===== config.mk =====
export PLATFORM = sky130hd
export DESIGN_NAME = bus_xfer_ctrl
export DESIGN_NICKNAME = d
export VERILOG_FILES = /design/src/rtl/bus_xfer_ctrl.sv
export SDC_FILE = /design/constraint.sdc
export NUM_CORES = 1
export LEC_CHECK = 0
export CAP_MARGIN = 20
export CORE_ASPECT_RATIO = 0.7
export CORE_MARGIN = 3
export CORE_UTILIZATION = 35
export CTS_CLUSTER_DIAMETER = 50
export DETAILED_ROUTE_END_ITERATION = 16
export MAX_ROUTING_LAYER = met4
export SETUP_SLACK_MARGIN = 0.05
export SKIP_CTS_REPAIR_TIMING = 1
export SYNTH_ARGS = -nofsm -noshare
export SYNTH_HDL_FRONTEND = slang
export SYNTH_SLANG_ARGS = --single-unit

===== constraint.sdc =====
create_clock -name clk -period 7.29 [get_ports clk]
set_clock_uncertainty 0.2 [all_clocks]
set_input_delay 1.8225 -clock clk [delete_from_list [all_inputs] [get_ports clk]]
set_output_delay 1.8225 -clock clk [all_outputs]
set_load 0.01 [all_outputs]

===== src/rtl/bus_xfer_ctrl.sv =====
// Bus transfer controller: queues register moves and sequences per-register LDBUS/WR strobes.
// Define BUS_XFER_COUNT_EN to add the 16-bit xfer_count output.
module bus_xfer_ctrl #(
  parameter int NREG   = 8,
  parameter int SELW   = 3,
  parameter int QDEPTH = 4
) (
  input  logic            clk,
  input  logic            RST,
  input  logic            req_valid,
  input  logic [SELW-1:0] req_src,
  input  logic [SELW-1:0] req_dst,
  output logic            req_ready,
  output logic [NREG-1:0] ldbus,
  output logic [NREG-1:0] wr,
  output logic            busy,
  output logic            done,
  output logic            err
`ifdef BUS_XFER_COUNT_EN
  ,
  output logic [15:0]     xfer_count
`endif
);

  localparam int PW = (QDEPTH > 1) ? $clog2(QDEPTH) : 1;
  localparam int CW = PW + 1;
  localparam logic [CW-1:0]   QDEPTH_C = CW'(QDEPTH);
  localparam logic [SELW:0]   NREG_C   = (SELW+1)'(NREG);

  typedef enum logic [1:0] {
    IDLE  = 2'd0,
    DRIVE = 2'd1,
    WRITE = 2'd2
  } state_t;

  function automatic logic legal(input logic [SELW-1:0] s, input logic [SELW-1:0] d);
    return (s != d) && ({1'b0, s} < NREG_C) && ({1'b0, d} < NREG_C);
  endfunction

  function automatic logic [NREG-1:0] onehot(input logic [SELW-1:0] idx);
    return {{(NREG-1){1'b0}}, 1'b1} << idx;
  endfunction

  logic [SELW-1:0] src_mem [QDEPTH];
  logic [SELW-1:0] dst_mem [QDEPTH];

  state_t          state_q,     state_d;
  logic [PW-1:0]   wr_ptr_q,    wr_ptr_d;
  logic [PW-1:0]   rd_ptr_q,    rd_ptr_d;
  logic [CW-1:0]   count_q,     count_d;
  logic [SELW-1:0] cur_src_q,   cur_src_d;
  logic [SELW-1:0] cur_dst_q,   cur_dst_d;
  logic            req_ready_q, req_ready_d;
  logic [NREG-1:0] ldbus_q,     ldbus_d;
  logic [NREG-1:0] wr_q,        wr_d;
  logic            busy_q,      busy_d;
  logic            done_q,      done_d;
  logic            err_q,       err_d;
`ifdef BUS_XFER_COUNT_EN
  logic [15:0]     xfer_count_q, xfer_count_d;
`endif

  logic            push_s;
  logic            pop_s;
  logic [SELW-1:0] head_src_s;
  logic [SELW-1:0] head_dst_s;

  assign push_s     = req_valid & req_ready_q;
  assign head_src_s = src_mem[rd_ptr_q];
  assign head_dst_s = dst_mem[rd_ptr_q];

  // Next-state, queue bookkeeping and next registered outputs
  always_comb begin
    state_d   = state_q;
    cur_src_d = cur_src_q;
    cur_dst_d = cur_dst_q;
    pop_s     = 1'b0;
    err_d     = 1'b0;
    case (state_q)
      IDLE, WRITE: begin
        if (count_q != {CW{1'b0}}) begin
          pop_s = 1'b1;
          if (legal(head_src_s, head_dst_s)) begin
            state_d   = DRIVE;
            cur_src_d = head_src_s;
            cur_dst_d = head_dst_s;
          end else begin
            state_d = IDLE;
            err_d   = 1'b1;
          end
        end else begin
          state_d = IDLE;
        end
      end
      DRIVE:   state_d = WRITE;
      default: state_d = IDLE;
    endcase

    wr_ptr_d = push_s ? wr_ptr_q + PW'(1) : wr_ptr_q;
    rd_ptr_d = pop_s  ? rd_ptr_q + PW'(1) : rd_ptr_q;
    count_d  = count_q + CW'(push_s) - CW'(pop_s);

    // Source keeps driving through WRITE so the bus never floats mid-transfer
    ldbus_d     = (state_d != IDLE)  ? onehot(cur_src_d) : {NREG{1'b0}};
    wr_d        = (state_d == WRITE) ? onehot(cur_dst_d) : {NREG{1'b0}};
    done_d      = (state_d == WRITE);
    busy_d      = (state_d != IDLE) || (count_d != {CW{1'b0}});
    req_ready_d = (count_d < QDEPTH_C);
`ifdef BUS_XFER_COUNT_EN
    xfer_count_d = (state_q == WRITE) ? xfer_count_q + 16'd1 : xfer_count_q;
`endif
  end

  // Request queue storage; pointers alone define validity so no reset needed
  always_ff @(posedge clk) begin
    if (push_s) begin
      src_mem[wr_ptr_q] <= req_src;
      dst_mem[wr_ptr_q] <= req_dst;
    end
  end

  // State and registered outputs, synchronous reset has priority
  always_ff @(posedge clk) begin
    if (RST) begin
      state_q     <= IDLE;
      wr_ptr_q    <= {PW{1'b0}};
      rd_ptr_q    <= {PW{1'b0}};
      count_q     <= {CW{1'b0}};
      cur_src_q   <= {SELW{1'b0}};
      cur_dst_q   <= {SELW{1'b0}};
      req_ready_q <= 1'b1;
      ldbus_q     <= {NREG{1'b0}};
      wr_q        <= {NREG{1'b0}};
      busy_q      <= 1'b0;
      done_q      <= 1'b0;
      err_q       <= 1'b0;
`ifdef BUS_XFER_COUNT_EN
      xfer_count_q <= 16'd0;
`endif
    end else begin
      state_q     <= state_d;
      wr_ptr_q    <= wr_ptr_d;
      rd_ptr_q    <= rd_ptr_d;
      count_q     <= count_d;
      cur_src_q   <= cur_src_d;
      cur_dst_q   <= cur_dst_d;
      req_ready_q <= req_ready_d;
      ldbus_q     <= ldbus_d;
      wr_q        <= wr_d;
      busy_q      <= busy_d;
      done_q      <= done_d;
      err_q       <= err_d;
`ifdef BUS_XFER_COUNT_EN
      xfer_count_q <= xfer_count_d;
`endif
    end
  end

  assign req_ready = req_ready_q;
  assign ldbus     = ldbus_q;
  assign wr        = wr_q;
  assign busy      = busy_q;
  assign done      = done_q;
  assign err       = err_q;
`ifdef BUS_XFER_COUNT_EN
  assign xfer_count = xfer_count_q;
`endif

endmodule

==> summary.md, run 1 <==
| Metric | Value |
|---|---|
| Status | complete, no violations |
| Core area | 0.006913 mm^2 |
| CTS Buffer Depth | 2 |
| Total Neg Setup Slack | 0 ps |
| Initial Utilization | 36.94% |
| Seq/Total Area, Yosys | 56.44% |
| Hold_sp | cur_src_q[2]$_SDFF_PP0_ |
| Synthesized area | 0.002554 mm^2 |
| All-Layer GR Usage | 13.77% |
| Hold Vio Cnt, Final | 0 |
| Int Pwr | 0.8919 mW |
| GPL Wtd Cong | 0.7986 |
| Most frequent CP cell | nand2_1 |
| Die span in x | 108.1 um |
| GRT overflow | 0 |
| Nets | 245 |
| CP max stage cell | clkdlybuf4s50_1 |
| Avg Inst Size Synth | 12.96 um^2 |
| Final slew viol count | 0 |
| F_max | 0.2562 GHz |
| Worst min-delay path class | flip-flop to flip-flop |
| Die Outline Area | 0.008374 mm^2 |
| CTS buffer count | 9 |
| Leak | 1.081 nW |
| Number of flops mapped to enable cells by yosys | 24 |
| Htree depth | 3 |
| Yosys top cell area share | 28.22% |
| Layout cell share with drive strength beyond 1 | 13.19% |
| Gate power share | 40.7% |
| Number of global-route vias before repair | 1,663 |
| Pin count of the biggest net entering global routing | 28 |
| DRC | 0 |
| Slew @ Worst Pin | 772.9 ps |
| Reg2reg end | req_ready$_SDFF_PP1_ |
| CP bufs+invs | 1 |
| Final Util | 45.85% |
| Global-route wire length before repair | 8438 um |
| TritonCTS clock tree | done |
| DR WL met2 | 2240 um |
| Worst IR drop on VDD | 0.0002021 V |
| Die height | 77.47 um |
| Fin crit share | 53.54% |
| Number of antenna violations at the first check in global routing | 0 |
| Clock edge transition at the registers on the reported setup and hold paths | 60 ps |
| Pwr dens | 445.7 mW/mm^2 |
| Hold EP | cur_src_q[2]$_SDFF_PP0_ |
| Max incr delay on CP | 580 ps |
| # setup viols final | 0 |
| P_sw | 0.5206 mW |
| Critical path's top delay family | simple AND/OR/NAND/NOR gates |
| Sink Count | 60 |
| Main synth FF type | dfxtp_1 |
| Sequential power share | 33.6% |
| Post-Syn Instances | 197 |
| R2R Setup Slk | 4300 ps |
| Synth area leader | dfxtp_1 |
| Post-synth cell types | 41 |
| Diodes inserted | 0 |
| Synth-to-layout area growth | 24.11% |
| DR WL met3 | 236 um |
| FF-to-FF Start | count_q[1]$_SDFF_PP0_ |
| Synth Warn # | 0 |
| IO buf count | 28 |
| Reg2reg path depth | 9 |
| Critical Path Source Type | input pin |
| Final HPWL DP | 3607 um |
| Endpoint class of the critical path | flip-flop |
| Critical path class | input pin to flip-flop |
| Detailed-route via count | 1,643 |
| CP max FO | 7 |
| Async S/R FF share, synth | 0% |
| Routed Antenna Nets | 0 |
| DRT iter0 DRCs | 85 |
| Post-Route WL | 5057 um |
| Number of synthesized register bits | 60 |
| Required time of the critical path | 7300 ps |
| Arr. time, crit path | 3920 ps |
| Core Rows | 25 |
| Top cells by area, synth | dfxtp_1 (28%), edfxtp_1 (28%), mux4_2 (5.3%) |
| Switching share of power | 36.86% |
| Worst path cell trace | clkdlybuf4s50_1, nand2_1, nand2_1, nand2_1, ha_1, fa_1, xnor2_1, xnor2_1, or2_2 |
| Tmin final | 3903 ps |
| Hold Path Stages | 2 |
| I/O pins | 29 |
| Clock power share | 25.7% |
| DRT met1 WL | 2545 um |
| Slew Limit Headroom | 48.07% |
| DR WL/cell | 15.37 um |
| Hold Slack | 282.8 ps |
| Root Buffer Master | clkbuf_8 |
| Max-cap violations | 0 |
| Net count after synthesis | 212 |
| Worst skew pair latency | 330 ps |
| DR top layer | met4 |
| First-pass detailed-route iteration total | 4 |
| RSZ-0062 raised after global routing | no |
| Via-to-Cell Ratio | 4.994 |
[stage by stage]
step | cells | instance area [um^2] | power [mW] | setup slack (ps)
2_1_floorplan | 197 | 2554 | 0.9085 | 3799
3_3_place_gp | 313 | 2920 | 1.048 | 3149
3_5_place_dp | 313 | 2920 | 1.054 | 3058
4_1_cts | 329 | 3169 | 1.426 | 3422
5_1_grt | 329 | 3169 | 1.507 | 3262
6_report | 329 | 3169 | 1.412 | 3387
[cell usage in the layout (no fill, tap or decap), types with 5 or more instances in the layout]
master and n:
xnor2_1 5, edfxtp_1 24, ha_1 5, nor2b_1 5, mux4_2 6, mux2i_1 5
dfxtp_1 36, nand2b_1 13, clkdlybuf4s50_1 28, a32oi_1 8, nor2_1 15, nand2_1 14
nand4_1 6, inv_1 6, clkbuf_8 10
[cell families after synthesis]
kind of cell	after synthesis	synth area share, %
fa+ha+maj	6	3.234
mux	11	7.251
flops	60	56.44
buf+inv	12	2.106
compound gates	25	9.652
xor+xnor	11	6.713
simple gates	72	14.60
[worst register-to-register path, stage by stage (launching register included)]
cell     delay (ps)
dfxtp_1         330
nor3_1          640
nor2_1          270
nand2_1         190
nand2_1          70
ha_1            210
fa_1            390
xnor2_1         150
xnor2_1         140
or2_2           290
[cell type report]
type                            count  area [um^2]
Multi-Input combinational cell    125         1059
Tap cell                           94        117.6
Inverter                            6        22.52
Fill cell                         629         3744
Clock buffer                       10        137.6
Sequential cell                    60         1441
Timing Repair Buffer               28        280.3
Clock inverter                      6        111.4
[cell usage after synthesis, drive strengths merged, types with 3 or more instances]
| library cell | count |
|---|---|
| nand2 | 14 |
| nand4 | 6 |
| or3 | 3 |
| xor2 | 3 |
| mux4 | 6 |
| ha | 5 |
| nor2 | 15 |
| mux2i | 5 |
| xnor2 | 8 |
| edfxtp | 24 |
| nor2b | 5 |
| o311ai | 5 |
| inv | 6 |
| a31oi | 5 |
| clkbuf | 5 |
| a32oi | 8 |
| nand2b | 13 |
| and3 | 4 |
| dfxtp | 36 |
| nor3 | 4 |
[power groups by stage]
stage	clock network, mW	registers, mW	logic, mW
5_1_grt	0.390	0.485	0.632
4_1_cts	0.373	0.475	0.578
6_report	0.364	0.474	0.575
3_3_place_gp	0	0.480	0.567
2_1_floorplan	0	0.470	0.439
3_5_place_dp	0	0.481	0.573
[per-layer routing]
metal  GRT usage, %  vias up
li1               -      802
met1          18.64      795
met2          18.80       39
met3          5.985        7
met4          3.783        0
met5              -        -
[sequential cells by signal, indices dropped and copies added (netlist names), 3 cells and up, named ones only]
| register | flops |
|---|---|
| src_mem | 12 |
| count_q | 3 |
| dst_mem | 12 |
| wr | 8 |
| ldbus | 8 |
| cur_dst_q | 3 |
| cur_src_q | 3 |
[worst max-delay path by stage]
stage,startpoint,end,slack (ps),depth (start not counted)
floorplan,req_valid,req_ready$_SDFF_PP1_,3800,8
global placement,req_valid,req_ready$_SDFF_PP1_,3150,9
detailed placement,req_valid,req_ready$_SDFF_PP1_,3060,9
CTS,req_valid,req_ready$_SDFF_PP1_,3420,9
global route,req_valid,req_ready$_SDFF_PP1_,3260,9
finish,req_valid,req_ready$_SDFF_PP1_,3390,9
Note: power is estimated with default switching activity, not from simulation.
==> run 2: changes to the inputs <==
Clock period 7.29 ns to 3.51 ns, I/O delays scaled along.
==> summary.md, run 2 (synthesis gave the netlist of run 1 again) <==
| Metric | Value |
|---|---|
| Fill count | 614 |
| Critical path class | input pin to flip-flop |
| Routed Antenna Nets | 0 |
| DRC | 0 |
| Worst IR drop on VDD | 0.0003669 V |
| CP max FO | 7 |
| Sequential power share | 34.3% |
| First-pass detailed-route iteration total | 4 |
| Via-to-Cell Ratio | 5.009 |
| Reg2reg path depth | 10 |
| CP max stage cell | clkdlybuf4s50_1 |
| Die Outline Area | 0.008374 mm^2 |
| Worst skew pair latency | 330 ps |
| Post-Route WL | 4943 um |
| TritonCTS clock tree | done |
| Leak | 1.073 nW |
| Core area | 0.006913 mm^2 |
| Arr. time, crit path | 2920 ps |
| Worst min-delay path class | flip-flop to flip-flop |
| Total Neg Setup Slack | 0 ps |
| Largest regs | dst_mem: 12 flops, src_mem: 12 flops |
| Setup WS pre-CTS | 256.0 ps |
| Commonest cells after routing, fill and taps aside | dfxtp_1 (36), clkdlybuf4s50_1 (28), edfxtp_1 (24) |
| Status | complete, no violations |
| Hold Vio Cnt, Final | 0 |
| Die height | 77.47 um |
| GPL Wtd Cong | 0.7720 |
| Htree depth | 3 |
| Final setup margin | 600.0 ps |
| Max-cap violations | 0 |
| Critical path's top delay family | simple AND/OR/NAND/NOR gates |
| Int Pwr | 1.784 mW |
| Clock power share | 23.4% |
| Dpl cell area | 0.002935 mm^2 |
| Final HPWL DP | 3548 um |
| Switching share of power | 37.52% |
| DRT iter0 DRCs | 80 |
| Gate power share | 42.3% |
| GRT overflow | 0 |
| Diodes inserted | 0 |
| Tmin final | 2910 ps |
| Critical Path Stages | 9 |
| Final slew viol count | 0 |
| Die span in x | 108.1 um |
| Required time of the critical path | 3520 ps |
| Max incr delay on CP | 570 ps |
| Non-filler instance count after layout | 331 |
| Nets | 247 |
| Global-route wire length before repair | 8190 um |
| Pwr dens | 905.8 mW/mm^2 |
| RSZ-0062 raised after global routing | no |
| Slew @ Worst Pin | 427.8 ps |
| Pin count of the biggest net entering global routing | 27 |
| Slew Limit Headroom | 71.03% |
| # setup viols final | 0 |
| Endpoint class of the critical path | flip-flop |
| DP Cell Count | 315 |
| F_max | 0.3436 GHz |
| Detailed-route via count | 1,658 |
| Fin crit share | 82.90% |
| Root Buffer Master | clkbuf_8 |
| Layout cell share with drive strength beyond 1 | 12.66% |
| DR WL/cell | 14.93 um |
| P_sw | 1.071 mW |
| All-Layer GR Usage | 13.45% |
| CP bufs+invs | 1 |
| Critical Path Source Type | input pin |
| Initial Utilization | 36.94% |
| Synth-to-layout area growth | 23.42% |
| IO buf count | 28 |
| Core Rows | 25 |
| Most frequent CP cell | nand2_1 |
| Worst path cell trace | clkdlybuf4s50_1, nand2_1, nand2_1, nand2_1, ha_1, fa_1, xnor2_1, xnor2_1, or2_2 |
| Fin area | 0.003152 mm^2 |
| CTS Buffer Depth | 2 |
| CTS buffer count | 9 |
| I/O pins | 29 |
| Sink Count | 60 |
| Hold Path Stages | 2 |
| Hold Slack | 290.4 ps |
| Clock edge transition at the registers on the reported setup and hold paths | 60 ps |
| Number of global-route vias before repair | 1,616 |
| Number of antenna violations at the first check in global routing | 0 |
| Most common cell after layout, fill and taps aside | dfxtp_1 |
==> run 2: changes by cell type in the layout (fill, tap and decap cells not counted), sizes merged <==
cell / before / now
buf: 0 / 2
bufinv: 3 / 2
clkbuf: 10 / 11
==> run 2: worst min-delay path, delay by kind of cell, from the launching register on <==
family,cells,cell delay [ps]
DFF,1,320
and+or+nand+nor,1,70
muxes,1,60
==> run 2: power by group through the flow <==
| stage | combinational, mW | clock [mW] | sequential, mW |
|---|---|---|---|
| 2_1_floorplan | 0.911 | 0 | 0.976 |
| 3_3_place_gp | 1.19 | 0 | 0.997 |
| 3_5_place_dp | 1.20 | 0 | 0.999 |
| 4_1_cts | 1.21 | 0.687 | 0.984 |
| 5_1_grt | 1.33 | 0.722 | 1.00 |
| 6_report | 1.21 | 0.669 | 0.980 |
==> run 2: final timing paths <==
kind                                         startpoint                       to  slack [ps]
worst max-delay path                          req_valid     req_ready$_SDFF_PP1_         600
worst min-delay path            cur_dst_q[2]$_SDFF_PP0_  cur_dst_q[2]$_SDFF_PP0_         290
worst max register to register    count_q[1]$_SDFF_PP0_     req_ready$_SDFF_PP1_         840
worst min register to register  cur_dst_q[2]$_SDFF_PP0_  cur_dst_q[2]$_SDFF_PP0_         290
==> run 2: final cells by class <==
type / instances / area (um^2) / area share, %
Clock buffer: 11 / 141.4 / 4.486
Clock inverter: 5 / 75.07 / 2.382
Inverter: 6 / 22.52 / 0.7146
Multi-Input combinational cell: 125 / 1059 / 33.58
Sequential cell: 60 / 1441 / 45.73
Tap cell: 94 / 117.6 / 3.732
Timing Repair Buffer: 30 / 295.3 / 9.369
==> run 2: routing by layer <==
metal  wire length (um)  track usage (%)  vias to the layer above
li1                   -                -                      803
met1               2327            17.51                      806
met2               2253            18.49                       44
met3                319            5.653                        5
met5                  0                -                        -
met4                 42            5.422                        0
==> run 2: per-stage QoR <==
step / power [mW] / util, %
floorplan: 1.887 / -
global placement: 2.184 / 42.46
detailed placement: 2.198 / 42.46
CTS: 2.880 / 45.59
global route: 3.051 / 45.59
finish: 2.855 / 45.59
